===== config.mk =====
export PLATFORM = sky130hd
export DESIGN_NAME = w_block_loader
export DESIGN_NICKNAME = d
export VERILOG_FILES = /design/src/rtl/w_block_loader_pkg.sv /design/src/rtl/w_gap_timer.sv /design/src/rtl/w_block_loader.sv
export SDC_FILE = /design/constraint.sdc
export NUM_CORES = 1
export LEC_CHECK = 0
export BUFFER_PORTS_ARGS = -buffer_cell sky130_fd_sc_hd__buf_2
export CAP_MARGIN = 30
export CORE_UTILIZATION = 54
export CTS_BUF_LIST = sky130_fd_sc_hd__clkbuf_8
export DETAILED_ROUTE_END_ITERATION = 12
export GPL_TIMING_DRIVEN = 0
export PLACE_DENSITY = 0.79
export SYNTH_ARGS = -nofsm -noshare
export SYNTH_HDL_FRONTEND = slang
export SYNTH_SLANG_ARGS = --single-unit

===== constraint.sdc =====
create_clock -name clk -period 2.6 [get_ports clk]
set_clock_uncertainty 0.2 [all_clocks]
set_input_delay 0.52 -clock clk [delete_from_list [all_inputs] [get_ports clk]]
set_output_delay 0.52 -clock clk [all_outputs]
set_load 0.1 [all_outputs]

===== src/rtl/w_block_loader_pkg.sv =====
//------------------------------------------------------------------------------
// Module  : w_block_loader_pkg
// Purpose : Shared constants, state encoding and helpers for the W-stage
//           block loader and related pipeline feeders.
// Ports   : none (package)
// Rev     : 1.0  initial release
//------------------------------------------------------------------------------
`default_nettype none

package w_block_loader_pkg;

  // Width of the packed W array and the W stage acceptance interval.
  localparam int WARR_S   = 512;
  localparam int DELAY    = 64;

  // Message word geometry; W_WORD_W * W_WORDS == WARR_S.
  localparam int W_WORD_W = 32;
  localparam int W_WORDS  = 16;

  typedef enum logic [0:0] {
    ST_FILL = 1'b0,
    ST_FULL = 1'b1
  } ld_state_e;

  // Counter width able to hold GAP-1 (never narrower than one bit).
  function automatic int cnt_width(input int gap);
    return (gap > 1) ? $clog2(gap) : 1;
  endfunction

endpackage

`default_nettype wire


===== src/rtl/w_gap_timer.sv =====
//------------------------------------------------------------------------------
// Module  : w_gap_timer
// Purpose : Down-counter enforcing a minimum spacing between issue strobes.
//           A load reloads GAP-1; the count decrements to zero and holds.
// Ports   : clk         in  clock
//           rst_ni      in  asynchronous active-low reset
//           load_i      in  reload the counter with GAP-1
//           zero_o      out counter is zero this cycle
//           zero_next_o out counter will be zero next cycle
// Rev     : 1.0  initial release
//------------------------------------------------------------------------------
`default_nettype none

module w_gap_timer
  import w_block_loader_pkg::*;
#(
  parameter int GAP = DELAY
) (
  input  logic clk,
  input  logic rst_ni,
  input  logic load_i,
  output logic zero_o,
  output logic zero_next_o
);

  localparam int              CNT_W  = cnt_width(GAP);
  localparam logic [CNT_W-1:0] RELOAD = CNT_W'(GAP - 1);

  logic [CNT_W-1:0] cnt_q;
  logic [CNT_W-1:0] cnt_d;

  always_comb begin
    cnt_d = cnt_q;
    if (load_i) begin
      cnt_d = RELOAD;
    end else if (cnt_q != '0) begin
      cnt_d = cnt_q - 1'b1;
    end
  end

  always_ff @(posedge clk or negedge rst_ni) begin
    if (!rst_ni) begin
      cnt_q <= '0;
    end else begin
      cnt_q <= cnt_d;
    end
  end

  assign zero_o      = (cnt_q == '0);
  // Lets the owner register its issue strobe one cycle ahead.
  assign zero_next_o = (cnt_d == '0);

endmodule

`default_nettype wire


===== src/rtl/w_block_loader.sv =====
//------------------------------------------------------------------------------
// Module  : w_block_loader
// Purpose : Packs 16 streamed 32-bit message words into one W array and
//           issues it to the W stage with a one-cycle en strobe, spacing
//           issues at least GAP cycles apart. Words keep arriving into a
//           shadow register while the previous W array is held.
// Config  : `define W_BLOCK_LOADER_BSWAP_EN to byte-reverse each word before
//           packing (little-endian host header words). Timing is unchanged.
// Ports   : clk      in  clock, rising edge
//           reset    in  asynchronous active-low reset
//           s_data   in  message word
//           s_valid  in  s_data valid
//           s_last   in  final word of block (qualified by transfer)
//           s_ready  out word accepted this cycle
//           W        out packed block, word 0 in the top bits
//           en       out one-cycle issue strobe
//           err      out one-cycle framing-error pulse
//           blk_cnt  out issued-block counter (wraps)
// Rev     : 1.0  initial release
//------------------------------------------------------------------------------
`default_nettype none

module w_block_loader
  import w_block_loader_pkg::*;
#(
  parameter int WORD_W = W_WORD_W,
  parameter int WORDS  = W_WORDS,
  parameter int GAP    = DELAY
) (
  input  logic                     clk,
  input  logic                     reset,
  input  logic [WORD_W-1:0]        s_data,
  input  logic                     s_valid,
  input  logic                     s_last,
  output logic                     s_ready,
  output logic [WORD_W*WORDS-1:0]  W,
  output logic                     en,
  output logic                     err,
  output logic [15:0]              blk_cnt
);

  localparam int               ARR_W    = WORD_W * WORDS;
  localparam int               IDX_W    = $clog2(WORDS);
  localparam logic [IDX_W-1:0] LAST_IDX = IDX_W'(WORDS - 1);

  ld_state_e          state_q, state_d;
  logic [IDX_W-1:0]   idx_q, idx_d;
  logic [ARR_W-1:0]   shadow_q, shadow_d;
  logic [ARR_W-1:0]   warr_q;
  logic               ready_q, ready_d;
  logic               en_q, en_d;
  logic               err_q, err_d;
  logic [15:0]        blk_q;
  logic [WORD_W-1:0]  word_in;
  logic               xfer;
  logic               gap_zero;
  logic               gap_zero_next;
  logic               gap_load;

`ifdef W_BLOCK_LOADER_BSWAP_EN
  for (genvar b = 0; b < WORD_W / 8; b++) begin : g_bswap
    assign word_in[8*b +: 8] = s_data[WORD_W-8-8*b +: 8];
  end
`else
  assign word_in = s_data;
`endif

  // The issue happens in the cycle where FULL meets an expired gap; that
  // same condition reloads the timer.
  assign gap_load = (state_q == ST_FULL) && gap_zero;

  w_gap_timer #(
    .GAP (GAP)
  ) u_gap_timer (
    .clk         (clk),
    .rst_ni      (reset),
    .load_i      (gap_load),
    .zero_o      (gap_zero),
    .zero_next_o (gap_zero_next)
  );

  assign xfer = s_valid && ready_q;

  always_comb begin
    state_d  = state_q;
    idx_d    = idx_q;
    shadow_d = shadow_q;
    err_d    = 1'b0;

    case (state_q)
      ST_FILL: begin
        if (xfer) begin
          if (idx_q == LAST_IDX) begin
            for (int k = 0; k < WORDS; k++) begin
              if (idx_q == IDX_W'(k)) shadow_d[ARR_W-1-WORD_W*k -: WORD_W] = word_in;
            end
            state_d = ST_FULL;
          end else if (s_last) begin
            // Short block: discard what was gathered and restart.
            err_d = 1'b1;
            idx_d = '0;
          end else begin
            for (int k = 0; k < WORDS; k++) begin
              if (idx_q == IDX_W'(k)) shadow_d[ARR_W-1-WORD_W*k -: WORD_W] = word_in;
            end
            idx_d = idx_q + 1'b1;
          end
        end
      end
      ST_FULL: begin
        if (gap_zero) begin
          state_d = ST_FILL;
          idx_d   = '0;
        end
      end
      default: state_d = ST_FILL;
    endcase

    // Registered look-ahead: en is high exactly in the FULL cycle whose gap
    // count is zero, i.e. the cycle right after the 16th word when idle.
    en_d    = (state_d == ST_FULL) && gap_zero_next;
    ready_d = (state_d == ST_FILL);
  end

  always_ff @(posedge clk or negedge reset) begin
    if (!reset) begin
      state_q  <= ST_FILL;
      idx_q    <= '0;
      shadow_q <= '0;
      warr_q   <= '0;
      ready_q  <= 1'b0;
      en_q     <= 1'b0;
      err_q    <= 1'b0;
      blk_q    <= '0;
    end else begin
      state_q  <= state_d;
      idx_q    <= idx_d;
      shadow_q <= shadow_d;
      ready_q  <= ready_d;
      en_q     <= en_d;
      err_q    <= err_d;
      if (en_d) begin
        warr_q <= shadow_d;
        blk_q  <= blk_q + 1'b1;
      end
    end
  end

  assign s_ready = ready_q;
  assign W       = warr_q;
  assign en      = en_q;
  assign err     = err_q;
  assign blk_cnt = blk_q;

endmodule

`default_nettype wire


==> results of run 1 <==
[sequential cells by signal, indices dropped and copies added (netlist names)]
signal	flops
state_q	1
u_gap_timer.cnt_q	6
err	1
en	1
idx_q	4
blk_cnt	16
shadow_q	512
W	512
s_ready	1
[stage by stage]
stage	hold slack (ns)	instances
floorplan	0.0244	2371
global placement	0.254	3915
detailed placement	0.155	3924
finish	-0.673	4334
global route	-0.729	4332
CTS	-0.754	4330
[cell families after synthesis]
logic type                 count (synthesis)  share of synthesized area
AOI/OAI and AO/OA                         21                    0.00388
xor gates and xnor gates                  17                    0.00361
adders and majority gates                  7                    0.00212
buffers and inverters                    160                     0.0279
DFF                                     1054                      0.639
muxes                                   1026                      0.312
and+or+nand+nor                           86                     0.0118
[synthesized netlist by cell type (9+ instances only)]
cell | number | area (µm²)
sky130_fd_sc_hd__and2_1 | 9 | 56.3
sky130_fd_sc_hd__buf_1 | 12 | 45.0
sky130_fd_sc_hd__buf_2 | 25 | 125
sky130_fd_sc_hd__buf_4 | 16 | 120
sky130_fd_sc_hd__buf_8 | 35 | 526
sky130_fd_sc_hd__clkbuf_1 | 58 | 218
sky130_fd_sc_hd__dfrtp_1 | 1054 | 26400
sky130_fd_sc_hd__inv_1 | 9 | 33.8
sky130_fd_sc_hd__mux2_1 | 28 | 315
sky130_fd_sc_hd__mux2_2 | 649 | 7310
sky130_fd_sc_hd__mux2_4 | 348 | 5230
sky130_fd_sc_hd__nand2_1 | 13 | 48.8
sky130_fd_sc_hd__nand3_1 | 13 | 65.1
sky130_fd_sc_hd__nor2_1 | 9 | 33.8
sky130_fd_sc_hd__nor3_1 | 10 | 50.1
sky130_fd_sc_hd__xor2_1 | 15 | 131
[power by group]
| part | total (W) | switching, W | internal [W] |
|---|---|---|---|
| logic | 0.0196 | 0.0138 | 0.00577 |
| registers | 0.0226 | 0.00178 | 0.0208 |
| clock network | 0.0142 | 0.00670 | 0.00750 |
[routing by layer]
metal / GRT usage / wire length [µm] / vias up
li1: - / - / 10100
met1: 0.348 / 44200 / 12600
met2: 0.481 / 56700 / 791
met3: 0.0742 / 6840 / 235
met4: 0.130 / 4700 / 0
met5: 0 / 0 / -
[worst register-to-register path: stages (launching register included)]
cell and delay, ns:
sky130_fd_sc_hd__dfrtp_2 0.43, sky130_fd_sc_hd__inv_4 0.07, sky130_fd_sc_hd__ha_4 0.13, sky130_fd_sc_hd__or4b_4 0.49, sky130_fd_sc_hd__nor4_4 0.21, sky130_fd_sc_hd__o211ai_4 0.13, sky130_fd_sc_hd__nor2_4 0.17, sky130_fd_sc_hd__buf_12 0.13
sky130_fd_sc_hd__buf_12 0.15, sky130_fd_sc_hd__buf_12 0.18, sky130_fd_sc_hd__buf_12 0.12, sky130_fd_sc_hd__buf_12 0.13, sky130_fd_sc_hd__mux2_4 0.31
[area by class of cell]
class                      instances  area share
sequential                      1054       0.510
multi-input combinational       1157       0.270
timing repair buffer             704       0.103
clock buffer                     209      0.0556
buffer                           134      0.0275
tap                              978      0.0236
clock inverter                    85     0.00965
inverter                           9    0.000701
antenna                            4    0.000193
[worst paths after layout]
path | cells past startpoint | from | endpoint
min in group clk | 1 | blk_cnt[15]$_DFFE_PN0P_ | blk_cnt[15]$_DFFE_PN0P_
worst max-delay path | 12 | u_gap_timer.cnt_q[0]$_DFF_PN0_ | W[390]$_DFFE_PN0P_
max in group asynchronous | 5 | reset | shadow_q[110]$_DFF_PN0_
worst min-delay path | 1 | reset | W[409]$_DFFE_PN0P_
worst max register to register | 12 | u_gap_timer.cnt_q[0]$_DFF_PN0_ | W[390]$_DFFE_PN0P_
worst min register to register | 1 | blk_cnt[15]$_DFFE_PN0P_ | blk_cnt[15]$_DFFE_PN0P_
[what timing repair did]
action,CTS,global route
pin swaps,1,2
buffers inserted,48,12
endpoints found under the setup margin,1142,821
hold endpoints to repair,369,136
gates resized for setup,195,38
gates cloned,41,13
==> metrics, run 1 <==
run status complete, but fails checks; violated checks hold timing, setup timing; total power density per cell area 1090 nW/µm²; Num Clock Sinks 1054; clock latency on the worst-skew pair 0.81 ns; FF/Latch Area 26400 µm²; leading cell types in the layout, fill and taps excluded sky130_fd_sc_hd__dfrtp_1, sky130_fd_sc_hd__mux2_2, sky130_fd_sc_hd__buf_2; FFs w/ async S/R, synth 1.00; share of synthesized area occupied by flip-flops and latches 0.639; setup slack of the most critical reg-to-reg path -0.37 ns; initial DRC count 1342; average vias per placed instance 5.47; maximum capacitance violations 0; total nets after synthesis 2414; crit start category register; setup tns final -129.71 ns; cell area after layout 51800 µm²; Top Family by Delay on Critical Path simple AND/OR/NAND/NOR gates; CTS clock-pin slew for the worst setup and hold paths 0.07 ns; cells traversed along the worst timing path inv_4, ha_4, or4b_4, nor4_4, o211ai_4, nor2_4, buf_12, buf_12, buf_12, buf_12, buf_12, mux2_4; kind of end point of the critical path register; number of enable-type register cells in the synthesized netlist 0; I/O pin count 567; Fmax 337 MHz; data arrival time at the worst-slack endpoint 3.43 ns; buffers added on ports 566; Root Buffer Master sky130_fd_sc_hd__clkbuf_8; Power, Total 0.0563 W; total of flip-flops plus latches after synthesis 1054; vias in the first global route 26000; effective utilization at floorplan 0.544; unrepaired setup endpoints after global routing yes; fraction of the core area covered by cells at the end of the flow 0.683; Synth-to-Final Area Change 25.4%; hold-fix buffer count after cts 34; number of pins exceeding their max-slew limit in the final report 0; Hold Path Class input port to asynchronous set/reset pin; first-pass detailed-route iteration total 4; Max IR drop VDD 0.000969 V; proportion of layout cells with a drive suffix above 1 0.608; most common cell after layout, fill and taps aside sky130_fd_sc_hd__dfrtp_1; final worst path period need 2.97 ns; pre-CTS setup slack -1.11 ns; library cells used by synthesis 49; Data required, critical path 3.06 ns; largest net degree at the start of global routing 134; standard cell core area 75800 µm²; Post-Syn Area 41300 µm²; routed wirelength normalized by instance count 25.9 µm; critical path's slowest cell sky130_fd_sc_hd__or4b_4; placed wire-length estimate 72600 µm; worst max-slew margin expressed relative to the limit 0.276; x dimension of the die 278 µm; deepest level of the CTS H-tree 4; Detail Route Antenna Nets 0; Vias 23700; static leakage power 27.1 nW; wirelength, routed 112000 µm; antenna violations before repair 6; most frequent CP cell sky130_fd_sc_hd__buf_12; Final setup viols 524; Die Span Y 278 µm; clock tree from TritonCTS built; final hold viol count 136; total congestion overflow 0; buffers plus inverters on the worst setup path 6; number of filler cells placed in the layout 4873; wire length of the first global-routing pass 165000 µm; cells after synthesis 2371; ys flop type sky130_fd_sc_hd__dfrtp_1; number of buffers inserted during clock tree synthesis 166; slew at the pin with the worst max-slew slack 1.09 ns; share of the clock period used by the worst path after layout 1.14; Row Count 101; area of the multi-input gates 14000 µm²; All-Layer GR Usage 0.287; die area 77500 µm²; Critical Setup Path Class register to register; final routed DRC violation total 0; standard cell area after detailed placement 45700 µm²; Net count, final 3269; final hold slack -0.673 ns; maximum clock insertion buffer count 3; post-synthesis area per instance 17.4 µm²; highest fanout seen on the critical path 8; maximum cell stage delay along the critical path 0.49 ns; number of warnings issued by yosys 0; last weighted congestion value of the routability-driven placer 0.854; crit path setup slack, layout -0.366 ns
No activity file was read; power rests on OpenSTA's default activity.
==> inputs of run 2 (changes only) <==
Settings changed: CORE_UTILIZATION 54 to 55, PLACE_DENSITY 0.79 to 0.77.
Clock period 2.6 ns to 3.1 ns, I/O delays scaled along.
==> metrics, run 2 (synthesized netlist as in run 1, its figures left out) <==
run status complete, but fails checks; violated checks hold timing; total congestion overflow 0; crit start category register; first-pass detailed-route iteration total 5; FF/Latch Area 26400 µm²; buffers plus inverters on the worst setup path 5; unrepaired setup endpoints after global routing yes; Routed met3 length 5990 µm; routed wirelength normalized by instance count 24.3 µm; proportion of layout cells with a drive suffix above 1 0.592; number of buffers inserted during clock tree synthesis 164; number of filler cells placed in the layout 5136; timing startpoint of the critical path u_gap_timer.cnt_q[0]$_DFF_PN0_; leading cell types in the layout, fill and taps excluded sky130_fd_sc_hd__dfrtp_1, sky130_fd_sc_hd__mux2_2, sky130_fd_sc_hd__buf_2; maximum capacitance violations 0; standard cell core area 74300 µm²; length in cells of the worst reg-to-reg path 11; Detail Route Antenna Nets 0; Die Span Y 276 µm; All-Layer GR Usage 0.269; final routed DRC violation total 0; data arrival time at the worst-slack endpoint 3.52 ns; Power, Total 0.0461 W; effective utilization at floorplan 0.555; static leakage power 26.2 nW; worst max-slew margin expressed relative to the limit 0.369; Root Buffer Master sky130_fd_sc_hd__clkbuf_8; Critical Setup Path Class register to register; initial DRC count 1305; die area 76100 µm²; source of the worst register-to-register timing path u_gap_timer.cnt_q[0]$_DFF_PN0_; topmost layer with routed signal wires met4; clock tree from TritonCTS built; final hold slack -0.409 ns; most common cell after layout, fill and taps aside sky130_fd_sc_hd__dfrtp_1; met2 WL post-DR 50800 µm; wire length of the first global-routing pass 153000 µm; wirelength, routed 103000 µm; cells traversed along the worst timing path inv_4, ha_4, or4b_4, nor4_4, o211ai_4, nor2_4, buf_12, buf_4, buf_12, buf_8, mux2_4; final worst path period need 3.07 ns; antenna violations before repair 2; maximum cell stage delay along the critical path 0.49 ns; largest net degree at the start of global routing 131; Final setup viols 0; total power density per cell area 932 nW/µm²; Row Count 100; deepest level of the CTS H-tree 4; final hold viol count 98; buffers added on ports 566; wl on met1 42400 µm; last weighted congestion value of the routability-driven placer 0.854; placed wire-length estimate 72400 µm; non-filler cells in the finished layout 4233; most frequent CP cell sky130_fd_sc_hd__buf_12; setup slack of the most critical reg-to-reg path 0.03 ns; clock latency on the worst-skew pair 0.79 ns; slew at the pin with the worst max-slew slack 0.947 ns; share of the clock period used by the worst path after layout 0.990; hold-fix buffer count after cts 31; Cell Count Post-Placement 3914; kind of end point of the critical path register; Synth-to-Final Area Change 19.8%; critical path's slowest cell sky130_fd_sc_hd__or4b_4; Num Clock Sinks 1054; I/O pin count 567; CTS clock-pin slew for the worst setup and hold paths 0.06 ns; x dimension of the die 276 µm; Reg2Reg Capture Point W[384]$_DFFE_PN0P_; Top Family by Delay on Critical Path simple AND/OR/NAND/NOR gates; area of the multi-input gates 13900 µm²; Hold Path Class input port to asynchronous set/reset pin; Fmax 326 MHz; Critical Path Stages 11; Max IR drop VDD 0.000695 V; vias in the first global route 24800; maximum clock insertion buffer count 3; Data required, critical path 3.55 ns; average vias per placed instance 5.43; Net count, final 3191; Vias 23000; highest fanout seen on the critical path 10; number of pins exceeding their max-slew limit in the final report 0
-- run 2: cell types whose count changed in the layout (fill, tap and decap cells not counted), sizes merged --
cell / before / now
diode: 4 / 2
buf: 739 / 669
bufinv: 2 / 1
bufbuf: 5 / 0
dlygate4sd3: 34 / 31
clkbuf: 269 / 259
inv: 77 / 74
clkinvlp: 1 / 0
clkinv: 14 / 17
-- run 2: stage by stage --
step	area, µm²	util	setup WS (ns)	setup TNS [ns]	hold WS (ns)
CTS	49200	0.662	-0.0113	-0.0113	-0.376
global route	49400	0.665	-0.0290	-0.736	-0.425
detailed placement	45500	0.613	-0.712	-367.06	0.270
floorplan	41300	-	0.262	0	0.124
global placement	45300	0.610	-21.29	-	0.251
finish	49400	0.665	0.0299	0	-0.409
-- run 2: worst max path at each step --
| stage | to | slack [ns] |
|---|---|---|
| 3_3_place_gp | s_ready$_DFF_PN0_ | -21.29 |
| 4_1_cts | W[130]$_DFFE_PN0P_ | -0.01 |
| 3_5_place_dp | W[456]$_DFFE_PN0P_ | -0.71 |
| 5_1_grt | W[7]$_DFFE_PN0P_ | -0.03 |
| 6_report | W[384]$_DFFE_PN0P_ | 0.03 |
| 2_1_floorplan | W[258]$_DFFE_PN0P_ | 0.26 |
-- run 2: routing by layer --
layer / GRT usage / up-vias
met5: 0 / -
met4: 0.114 / 0
met3: 0.0712 / 211
met2: 0.440 / 686
met1: 0.341 / 12200
li1: - / 9903
-- run 2: area by class of cell --
type / instances / share of cell area
Multi-Input combinational cell: 1157 / 0.280
Tap cell: 969 / 0.0245
Timing Repair Buffer: 618 / 0.0719
Clock buffer: 197 / 0.0548
Buffer: 144 / 0.0246
Sequential cell: 1054 / 0.534
Clock inverter: 83 / 0.00954
Antenna cell: 2 / 0.000101
Inverter: 9 / 0.000734
-- run 2: timing repair --
item | CTS | global route
setup buffers | 3 | 7
gates cloned | 1 | 2
gates resized for setup | 38 | 33
endpoints found under the hold margin | 246 | 98
endpoints found under the setup margin | 615 | 552
pin swaps | 1 | 2
-- run 2: where the power goes --
| part | switching (W) | total, W | internal [W] |
|---|---|---|---|
| sequential | 0.00142 | 0.0188 | 0.0174 |
| combinational | 0.0113 | 0.0159 | 0.00456 |
| clock | 0.00544 | 0.0113 | 0.00589 |
| total | 0.0182 | 0.0461 | 0.0279 |
==> inputs of run 3 (changes only) <==
Settings changed: PLACE_DENSITY 0.77 to 0.86.
==> metrics, run 3 (synthesized netlist as in run 1, its figures left out) <==
clock latency on the worst-skew pair 0.82 ns; Data required, critical path 3.57 ns; standard cell area after detailed placement 45500 µm²; buffers added on ports 566; highest fanout seen on the critical path 8; cell area after layout 50200 µm²; final hold viol count 0; final worst path period need 3.02 ns; static leakage power 26.5 nW; first-pass detailed-route iteration total 5; All-Layer GR Usage 0.289; Final setup viols 0; leading cell types in the layout, fill and taps excluded sky130_fd_sc_hd__dfrtp_1, sky130_fd_sc_hd__mux2_2, sky130_fd_sc_hd__buf_2; vias in the first global route 26100; slew at the pin with the worst max-slew slack 0.986 ns; kind of end point of the critical path register; Fmax 331 MHz; CTS clock-pin slew for the worst setup and hold paths 0.07 ns; Max IR drop VDD 0.000705 V; crit start category register; number of buffers inserted during clock tree synthesis 165; total power density per cell area 934 nW/µm²; last weighted congestion value of the routability-driven placer 0.868; Vias 23700; Num Clock Sinks 1054; standard cell core area 74300 µm²; antenna violations before repair 1; total congestion overflow 0; routed wirelength normalized by instance count 25.8 µm; average vias per placed instance 5.56; Net count, final 3218; clock tree from TritonCTS built; most frequent CP cell sky130_fd_sc_hd__buf_16; share of the clock period used by the worst path after layout 0.976; Detail Route Antenna Nets 0; cells traversed along the worst timing path inv_2, ha_4, or4b_4, and2_4, o211ai_4, nor2_4, buf_4, buf_12, buf_16, buf_16, buf_12, buf_16, mux2_4; number of pins exceeding their max-slew limit in the final report 0; Row Count 100; die area 76100 µm²; worst max-slew margin expressed relative to the limit 0.342; final hold slack 0.0637 ns; x dimension of the die 276 µm; proportion of layout cells with a drive suffix above 1 0.597; fraction of the core area covered by cells at the end of the flow 0.675; wire length of the first global-routing pass 164000 µm; maximum cell stage delay along the critical path 0.48 ns; Root Buffer Master sky130_fd_sc_hd__clkbuf_8; Die Span Y 276 µm; critical path's slowest cell sky130_fd_sc_hd__or4b_4; Critical Setup Path Class register to register; non-filler cells in the finished layout 4268; run status finished clean; initial DRC count 1461; placed wire-length estimate 73500 µm; I/O pin count 567; Synth-to-Final Area Change 21.6%; final routed DRC violation total 0; setup tns final 0 ns; data arrival time at the worst-slack endpoint 3.50 ns; deepest level of the CTS H-tree 4; maximum clock insertion buffer count 3; maximum capacitance violations 0; largest net degree at the start of global routing 138; Hold Path Class input port to register; effective utilization at floorplan 0.555; unrepaired setup endpoints after global routing yes; most common cell after layout, fill and taps aside sky130_fd_sc_hd__dfrtp_1; wirelength, routed 110000 µm; Cell Count Post-Placement 3914
## run 3: cell types whose count changed in the layout (fill, tap and decap cells not counted), sizes merged
cell         before  now
inv              74   82
bufbuf            0    2
diode             2    1
dlygate4sd3      31   26
clkinvlp          0    1
bufinv            1    2
buf             669  693
clkbuf          259  264
## run 3: layout make-up
cell class,instances,area (µm²)
Clock inverter,93,536
Clock buffer,197,2710
Antenna cell,1,2.50
Buffer,144,1290
Multi-Input combinational cell,1157,13900
Tap cell,969,1210
Timing Repair Buffer,644,4130
Fill cell,4769,24200
Inverter,9,36.3
Sequential cell,1054,26400
## run 3: power by group
group / total, W / internal (W) / switching [W] / leakage (nW)
clock network: 0.0117 / 0.00599 / 0.00567 / 1.91
registers: 0.0190 / 0.0174 / 0.00156 / 14.2
logic: 0.0162 / 0.00468 / 0.0115 / 10.3
## run 3: worst paths after layout
path	start	endpoint	slack, ns	cells after the start
max	u_gap_timer.cnt_q[1]$_DFF_PN0_	W[203]$_DFFE_PN0P_	0.08	13
min	s_data[2]	shadow_q[162]$_DFF_PN0_	0.06	2
max reg2reg	u_gap_timer.cnt_q[1]$_DFF_PN0_	W[203]$_DFFE_PN0P_	0.08	13
min reg2reg	blk_cnt[15]$_DFFE_PN0P_	blk_cnt[15]$_DFFE_PN0P_	0.28	1
max in group asynchronous	reset	shadow_q[45]$_DFF_PN0_	0.44	7
min in group asynchronous	reset	W[439]$_DFFE_PN0P_	0.33	5
## run 3: timing repair
item / 4_1_cts / 5_1_grt
gates cloned: 12 / 2
hold endpoints to repair: 407 / 0
resized for setup: 78 / 29
setup buffers: 27 / 1
endpoints found under the setup margin: 666 / 631
pin swaps: 5 / 2
hold buffers: 29 / 0
## run 3: per-layer routing
metal / wire, µm / share of wire / up-vias / GRT usage
met3: 6810 / 0.062 / 295 / 0.0740
met1: 43900 / 0.40 / 12600 / 0.359
met5: 0 / 0 / - / 0
li1: - / - / 9958 / -
met4: 5060 / 0.046 / 0 / 0.136
met2: 54400 / 0.49 / 905 / 0.474
## run 3: through the flow
| stage | total power, W | worst slack, ns |
|---|---|---|
| 6_report | 0.0469 | 0.0755 |
| 5_1_grt | 0.0485 | -0.0243 |
| 4_1_cts | 0.0467 | -0.0509 |
| 3_5_place_dp | 0.0348 | -0.881 |
| 3_3_place_gp | 0.0341 | -21.19 |
| 2_1_floorplan | 0.0313 | 0.262 |
## run 3: worst max-delay path, delay by kind of cell (launching register included)
kind                     cells  cell delay [ns]
AO/OA/AOI/OAI                1             0.21
adder cells (fa/ha/maj)      1             0.12
AND/OR/NAND/NOR              3             0.72
multiplexers                 1             0.29
buffers and inverters        7             0.94
flip-flops                   1             0.39
